$ cat src/rtl/param_bit_tx_if.sv
// param_bit_tx_if: valid/ready bit-stream handshake between a transmitter and a sink.
//   valid    : master -> slave, data_bit/bit_idx/last are meaningful
//   ready    : slave -> master, sink accepts the beat when valid && ready
//   data_bit : master -> slave, current pattern bit
//   bit_idx  : master -> slave, index of the current bit (IW bits)
//   last     : master -> slave, final bit of the final pass
interface param_bit_tx_if #(
    parameter int unsigned IW = 1
) ();
    logic          valid;
    logic          ready;
    logic          data_bit;
    logic [IW-1:0] bit_idx;
    logic          last;

    modport master (
        output valid,
        output data_bit,
        output bit_idx,
        output last,
        input  ready
    );

    modport slave (
        input  valid,
        input  data_bit,
        input  bit_idx,
        input  last,
        output ready
    );
endinterface

$ cat src/rtl/param_bit_tx.sv
// param_bit_tx: serialises a constant WIDTH-bit PATTERN (bit 0 first) REPEAT times per start.
//   clk   : clock, all state updates on posedge
//   rst_n : asynchronous active-low reset
//   start : single-cycle request, sampled only in IDLE
//   busy  : high while sending
//   done  : one-cycle pulse after the final bit is accepted
//   tx    : master side of the valid/ready bit stream (valid, ready, data_bit, bit_idx, last)
module param_bit_tx #(
    parameter int unsigned       WIDTH   = 1,
    parameter logic [WIDTH-1:0]  PATTERN = '0,
    parameter int unsigned       REPEAT  = 1
) (
    input  logic           clk,
    input  logic           rst_n,
    input  logic           start,
    output logic           busy,
    output logic           done,
    param_bit_tx_if.master tx
);
    localparam int unsigned IW    = (WIDTH > 1) ? $clog2(WIDTH) : 1;
    localparam int unsigned PAT_W = 1 << IW;

    // Pattern zero-padded to 2**IW bits so any bit_idx value is an in-range select.
    localparam logic [PAT_W-1:0] PAT_EXT  = PAT_W'(PATTERN);
    localparam logic [IW-1:0]    IDX_MAX  = IW'(WIDTH - 1);
    localparam logic [7:0]       PASS_MAX = 8'(REPEAT - 1);

    localparam logic [1:0] ST_IDLE = 2'd0;
    localparam logic [1:0] ST_SEND = 2'd1;
    localparam logic [1:0] ST_DONE = 2'd2;

    if (WIDTH < 1 || WIDTH > 64) begin : g_bad_width
        $error("param_bit_tx: WIDTH %0d outside 1..64", WIDTH);
    end
    if (REPEAT < 1 || REPEAT > 255) begin : g_bad_repeat
        $error("param_bit_tx: REPEAT %0d outside 1..255", REPEAT);
    end

    logic [1:0]    state_q,   state_d;
    logic [IW-1:0] bit_idx_q, bit_idx_d;
    logic [7:0]    pass_q,    pass_d;
    logic          at_last;

    assign at_last = (state_q == ST_SEND) && (bit_idx_q == IDX_MAX) && (pass_q == PASS_MAX);

    always_comb begin
        state_d   = state_q;
        bit_idx_d = bit_idx_q;
        pass_d    = pass_q;
        case (state_q)
            ST_IDLE: begin
                if (start) begin
                    state_d   = ST_SEND;
                    bit_idx_d = '0;
                    pass_d    = '0;
                end
            end
            ST_SEND: begin
                if (tx.ready) begin
                    if (at_last) begin
                        // Counters are cleared on completion rather than stepped,
                        // so the pass counter never reaches REPEAT.
                        state_d   = ST_DONE;
                        bit_idx_d = '0;
                        pass_d    = '0;
                    end else if (bit_idx_q == IDX_MAX) begin
                        bit_idx_d = '0;
                        pass_d    = pass_q + 8'd1;
                    end else begin
                        bit_idx_d = bit_idx_q + IW'(1);
                    end
                end
            end
            ST_DONE: state_d = ST_IDLE;
            default: state_d = ST_IDLE;
        endcase
    end

    always_ff @(posedge clk or negedge rst_n) begin
        if (!rst_n) begin
            state_q   <= ST_IDLE;
            bit_idx_q <= '0;
            pass_q    <= '0;
        end else begin
            state_q   <= state_d;
            bit_idx_q <= bit_idx_d;
            pass_q    <= pass_d;
        end
    end

    // All outputs decode registered state, so reset forces them immediately.
    assign tx.valid    = (state_q == ST_SEND);
    assign tx.data_bit = PAT_EXT[bit_idx_q];
    assign tx.bit_idx  = bit_idx_q;
    assign tx.last     = at_last;
    assign busy        = (state_q == ST_SEND);
    assign done        = (state_q == ST_DONE);
endmodule

$ cat src/flat_wrapper.sv
// flat-port wrapper written by rule: the top's interface ports become plain ports
module param_bit_tx_flat 
#(
    parameter int unsigned       WIDTH   = 1,
    parameter logic [WIDTH-1:0]  PATTERN = '0,
    parameter int unsigned       REPEAT  = 1
)
  (clk, rst_n, start, busy, done, tx_valid, tx_data_bit, tx_bit_idx, tx_last, tx_ready);
  param_bit_tx_if #(.IW(1)) tx_i ();
  input  logic clk;
  input  logic rst_n;
  input  logic start;
  output logic busy;
  output logic done;
  output wire logic [$bits(tx_i.valid)-1:0] tx_valid;
  output wire logic [$bits(tx_i.data_bit)-1:0] tx_data_bit;
  output wire logic [$bits(tx_i.bit_idx)-1:0] tx_bit_idx;
  output wire logic [$bits(tx_i.last)-1:0] tx_last;
  input wire logic [$bits(tx_i.ready)-1:0] tx_ready;
  assign tx_valid = tx_i.valid;
  assign tx_data_bit = tx_i.data_bit;
  assign tx_bit_idx = tx_i.bit_idx;
  assign tx_last = tx_i.last;
  assign tx_i.ready = tx_ready;
  param_bit_tx #(.WIDTH(WIDTH), .PATTERN(PATTERN), .REPEAT(REPEAT)) u_core (.clk(clk), .rst_n(rst_n), .start(start), .busy(busy), .done(done), .tx(tx_i));
endmodule
$ cat config.mk
export PLATFORM = sky130hd
export DESIGN_NAME = param_bit_tx_flat
export DESIGN_NICKNAME = d
export VERILOG_FILES = /design/src/rtl/param_bit_tx_if.sv /design/src/rtl/param_bit_tx.sv /design/src/flat_wrapper.sv
export SDC_FILE = /design/constraint.sdc
export NUM_CORES = 1
export LEC_CHECK = 0
export BUFFER_PORTS_ARGS = -buffer_cell sky130_fd_sc_hd__buf_2
export CAP_MARGIN = 20
export CORE_MARGIN = 4
export CORE_UTILIZATION = 35
export CTS_CLUSTER_SIZE = 8
export DETAILED_ROUTE_END_ITERATION = 7
export GPL_ROUTABILITY_DRIVEN = 0
export PLACE_DENSITY = 0.6
export SLEW_MARGIN = 30
export SYNTH_ARGS = -nofsm -noshare
export SYNTH_HDL_FRONTEND = slang
export SYNTH_SLANG_ARGS = --single-unit
$ cat constraint.sdc
create_clock -name clk -period 1.45 [get_ports clk]
set_input_delay 0.145 -clock clk [delete_from_list [all_inputs] [get_ports clk]]
set_output_delay 0.145 -clock clk [all_outputs]
set_load 0.01 [all_outputs]
==> flow_metrics.env <==
export IMPL_start_util_pct=38.3
export IMPL_cap_viol_max_count=0
export IMPL_min_period_ns=1.65
export IMPL_dp_worst_setup_slack_ns=-0.00358
export IMPL_design_area_sq_um=815
export IMPL_fin_crit_sh_pct=114
export IMPL_finClkSkew_ns=0.0147
export IMPL_wl_per_cell_microns=14.1
export IMPL_grt_overflow=0
export IMPL_path_class="reg2out"
export IMPL_rows=14
export IMPL_die_width_microns=49.3
export IMPL_synthFlopType="dfrtp_1"
export IMPL_end_kind="primary output"
export IMPL_outcome="finished, violations left"
export IMPL_drc=0
export IMPL_netlist_instances=63
export IMPL_ant_nets=0
export IMPL_timing_fmax_mhz=607
export IMPL_cp_required_ns=1.31
export IMPL_diodes=0
export IMPL_ir_drop_mv=0.584
export IMPL_ios=10
export IMPL_grt_max_degree=11
export IMPL_yosysWarnings=0
export IMPL_p_leak_nw=0.368
export IMPL_setup_viol=6
export IMPL_layout_commonest_cell="buf_4"
export IMPL_dr_first_iter_drc_count=4
export IMPL_path_clk_slew_ns=0.07
export IMPL_fin_nets=93
export IMPL_cts_root_buf="clkbuf_4"
export IMPL_antenna_found_initial=0
export IMPL_grt_setup_unrepaired="yes"
export IMPL_grt_pass1_vias=486
export IMPL_dp_hpwl_microns=965
export IMPL_vias=520
export IMPL_p_per_area_nw_per_um2=1060
export IMPL_insertion_delay_ns=0.26
export IMPL_gr_usage_all_layers_pct=11.5
export IMPL_synth_seq_cells=10
export IMPL_drt_pass1_iter_count=4
export IMPL_synth_async_reset_ratio_pct=100
export IMPL_syn2layout_area_growth_pct=36.5
export IMPL_hold_path_class="in2reg"
export IMPL_wl_mm=1.42
export IMPL_synth_avg_cell_area_sq_um=9.47
export IMPL_cts_sinks=10
export IMPL_fillers=135
export IMPL_die_area_sq_um=2430
export IMPL_most_common_layout_cells="buf_4, nor2_1, dfrtp_1"
export IMPL_syn_cell_area_sq_um=597
export IMPL_critPathArrivalTime_ns=1.50
export IMPL_reg2reg_depth=6
export IMPL_tritoncts="built"
export IMPL_die_y_microns=49.3
export IMPL_grt_pass1_wl_mm=2.10
export IMPL_layout_setup_ws_ns=-0.196
export IMPL_min_to="u_core.state_q[0]$_DFFE_PN0P_"
export IMPL_r2r_end="u_core.pass_q[3]$_DFFE_PN0P_"
export IMPL_port_buffers=7
export IMPL_rr_startpoint="u_core.pass_q[6]$_DFFE_PN0P_"
export IMPL_seq_area_frac_synth_pct=41.9
export IMPL_violations="setup timing"
export IMPL_setup_worst_path_start_class="register"
export IMPL_hold_violations=0
export IMPL_htree_num_levels=1
export IMPL_viasPerCell=5.15
export IMPL_crit_fanout=2
export IMPL_clock_path_buffers=2
export IMPL_cts_made_buffers=3
export IMPL_core_area_sq_um=1560
export IMPL_whs_path_depth=2
export IMPL_finalMaxSlewViolations=0
export IMPL_postPlaceCellArea_sq_um=682
export IMPL_synth_edf_count=0
export IMPL_drive_gt1_share_pct=44.7
export IMPL_worstHoldStart="tx_ready"
export IMPL_ys_types=29
export IMPL_rrSetupSlack_ns=-0.11
## routing by layer
| metal | routed length (microns) | vias up | GRT usage (%) | part of all wire, % |
|---|---|---|---|---|
| met5 | 0 | - | 0 | 0 |
| met4 | 25 | 0 | 6.16 | 1.8 |
| met3 | 97 | 4 | 3.06 | 6.8 |
| met2 | 666 | 14 | 17.0 | 47 |
| met1 | 635 | 245 | 15.1 | 45 |
| li1 | - | 257 | - | - |
## worst max-delay path by stage
stage | from | to | slack, ns
2_1_floorplan | u_core.pass_q[5]$_DFFE_PN0P_ | u_core.state_q[1]$_DFFE_PN0P_ | 0.06
4_1_cts | u_core.pass_q[5]$_DFFE_PN0P_ | tx_last | -0.16
6_report | u_core.pass_q[6]$_DFFE_PN0P_ | tx_last | -0.20
5_1_grt | u_core.pass_q[6]$_DFFE_PN0P_ | tx_last | -0.35
3_5_place_dp | u_core.pass_q[5]$_DFFE_PN0P_ | tx_last | -0.004
3_3_place_gp | u_core.pass_q[5]$_DFFE_PN0P_ | tx_last | 0.04
## final cells by class
type	instances	area [sq um]	area share, %
Clock buffer	3	22.5	2.76
Inverter	3	13.8	1.69
Multi-Input combinational cell	47	355	43.6
Sequential cell	10	253	31.0
Tap cell	16	20.0	2.46
Timing Repair Buffer	22	150	18.4
## sequential cells by signal (all words and copies together) (netlist names)
signal and flops:
u_core.state_q 2, u_core.pass_q 8
## power by group
part           leakage, nW  switching [W]  internal [W]
combinational        0.221       0.000179      0.000166
sequential           0.134      0.0000341      0.000304
clock               0.0138      0.0000855     0.0000951
total                0.368       0.000299      0.000565
## stage by stage
stage | power [W] | utilization (%) | cells | hold slack (ns) | TNS (ns)
3_3_place_gp | 0.000645 | 43.7 | 90 | 0.0203 | 0
3_5_place_dp | 0.000648 | 43.7 | 90 | 0.0208 | -0.00358
5_1_grt | 0.000921 | 52.2 | 101 | 0.142 | -1.64
4_1_cts | 0.000846 | 47.2 | 95 | 0.127 | -0.161
2_1_floorplan | 0.000547 | - | 64 | -0.151 | 0
6_report | 0.000864 | 52.2 | 101 | 0.133 | -0.678
## worst max-delay path: stages, from the launching register on
cell     delay (ns)
dfrtp_1        0.41
nor4_4         0.35
nand3_2        0.13
nor3b_2        0.21
buf_2          0.15
## cells by family after synthesis
group,synth area share (%)
adders and majority gates,4.19
xor gates and xnor gates,7.34
buffers and inverters,6.29
DFF,41.9
muxes,2.31
other,0.628
and+or+nand+nor,27.3
AOI/OAI and AO/OA,10.1
## timing repair
action / 4_1_cts / 5_1_grt
pin swaps: 1 / 10
setup buffers: 1 / 6
resized for setup: 2 / 9
hold buffers: 1 / 0
setup endpoints to repair: 1 / 11
gates cloned: 0 / 0
hold endpoints to repair: 10 / 0
## Yosys cell counts, types with 2 or more instances
master	instances	area [sq um]
o21ai_0	3	15.0
nor3_1	2	10.0
xnor2_1	5	43.8
nor2_1	9	33.8
buf_4	3	22.5
dfrtp_1	10	250
inv_1	3	11.3
nand2_1	3	11.3
ha_1	2	25.0
nand3_1	3	15.0
a31oi_1	2	12.5
Power figures use the tool's default switching activity.
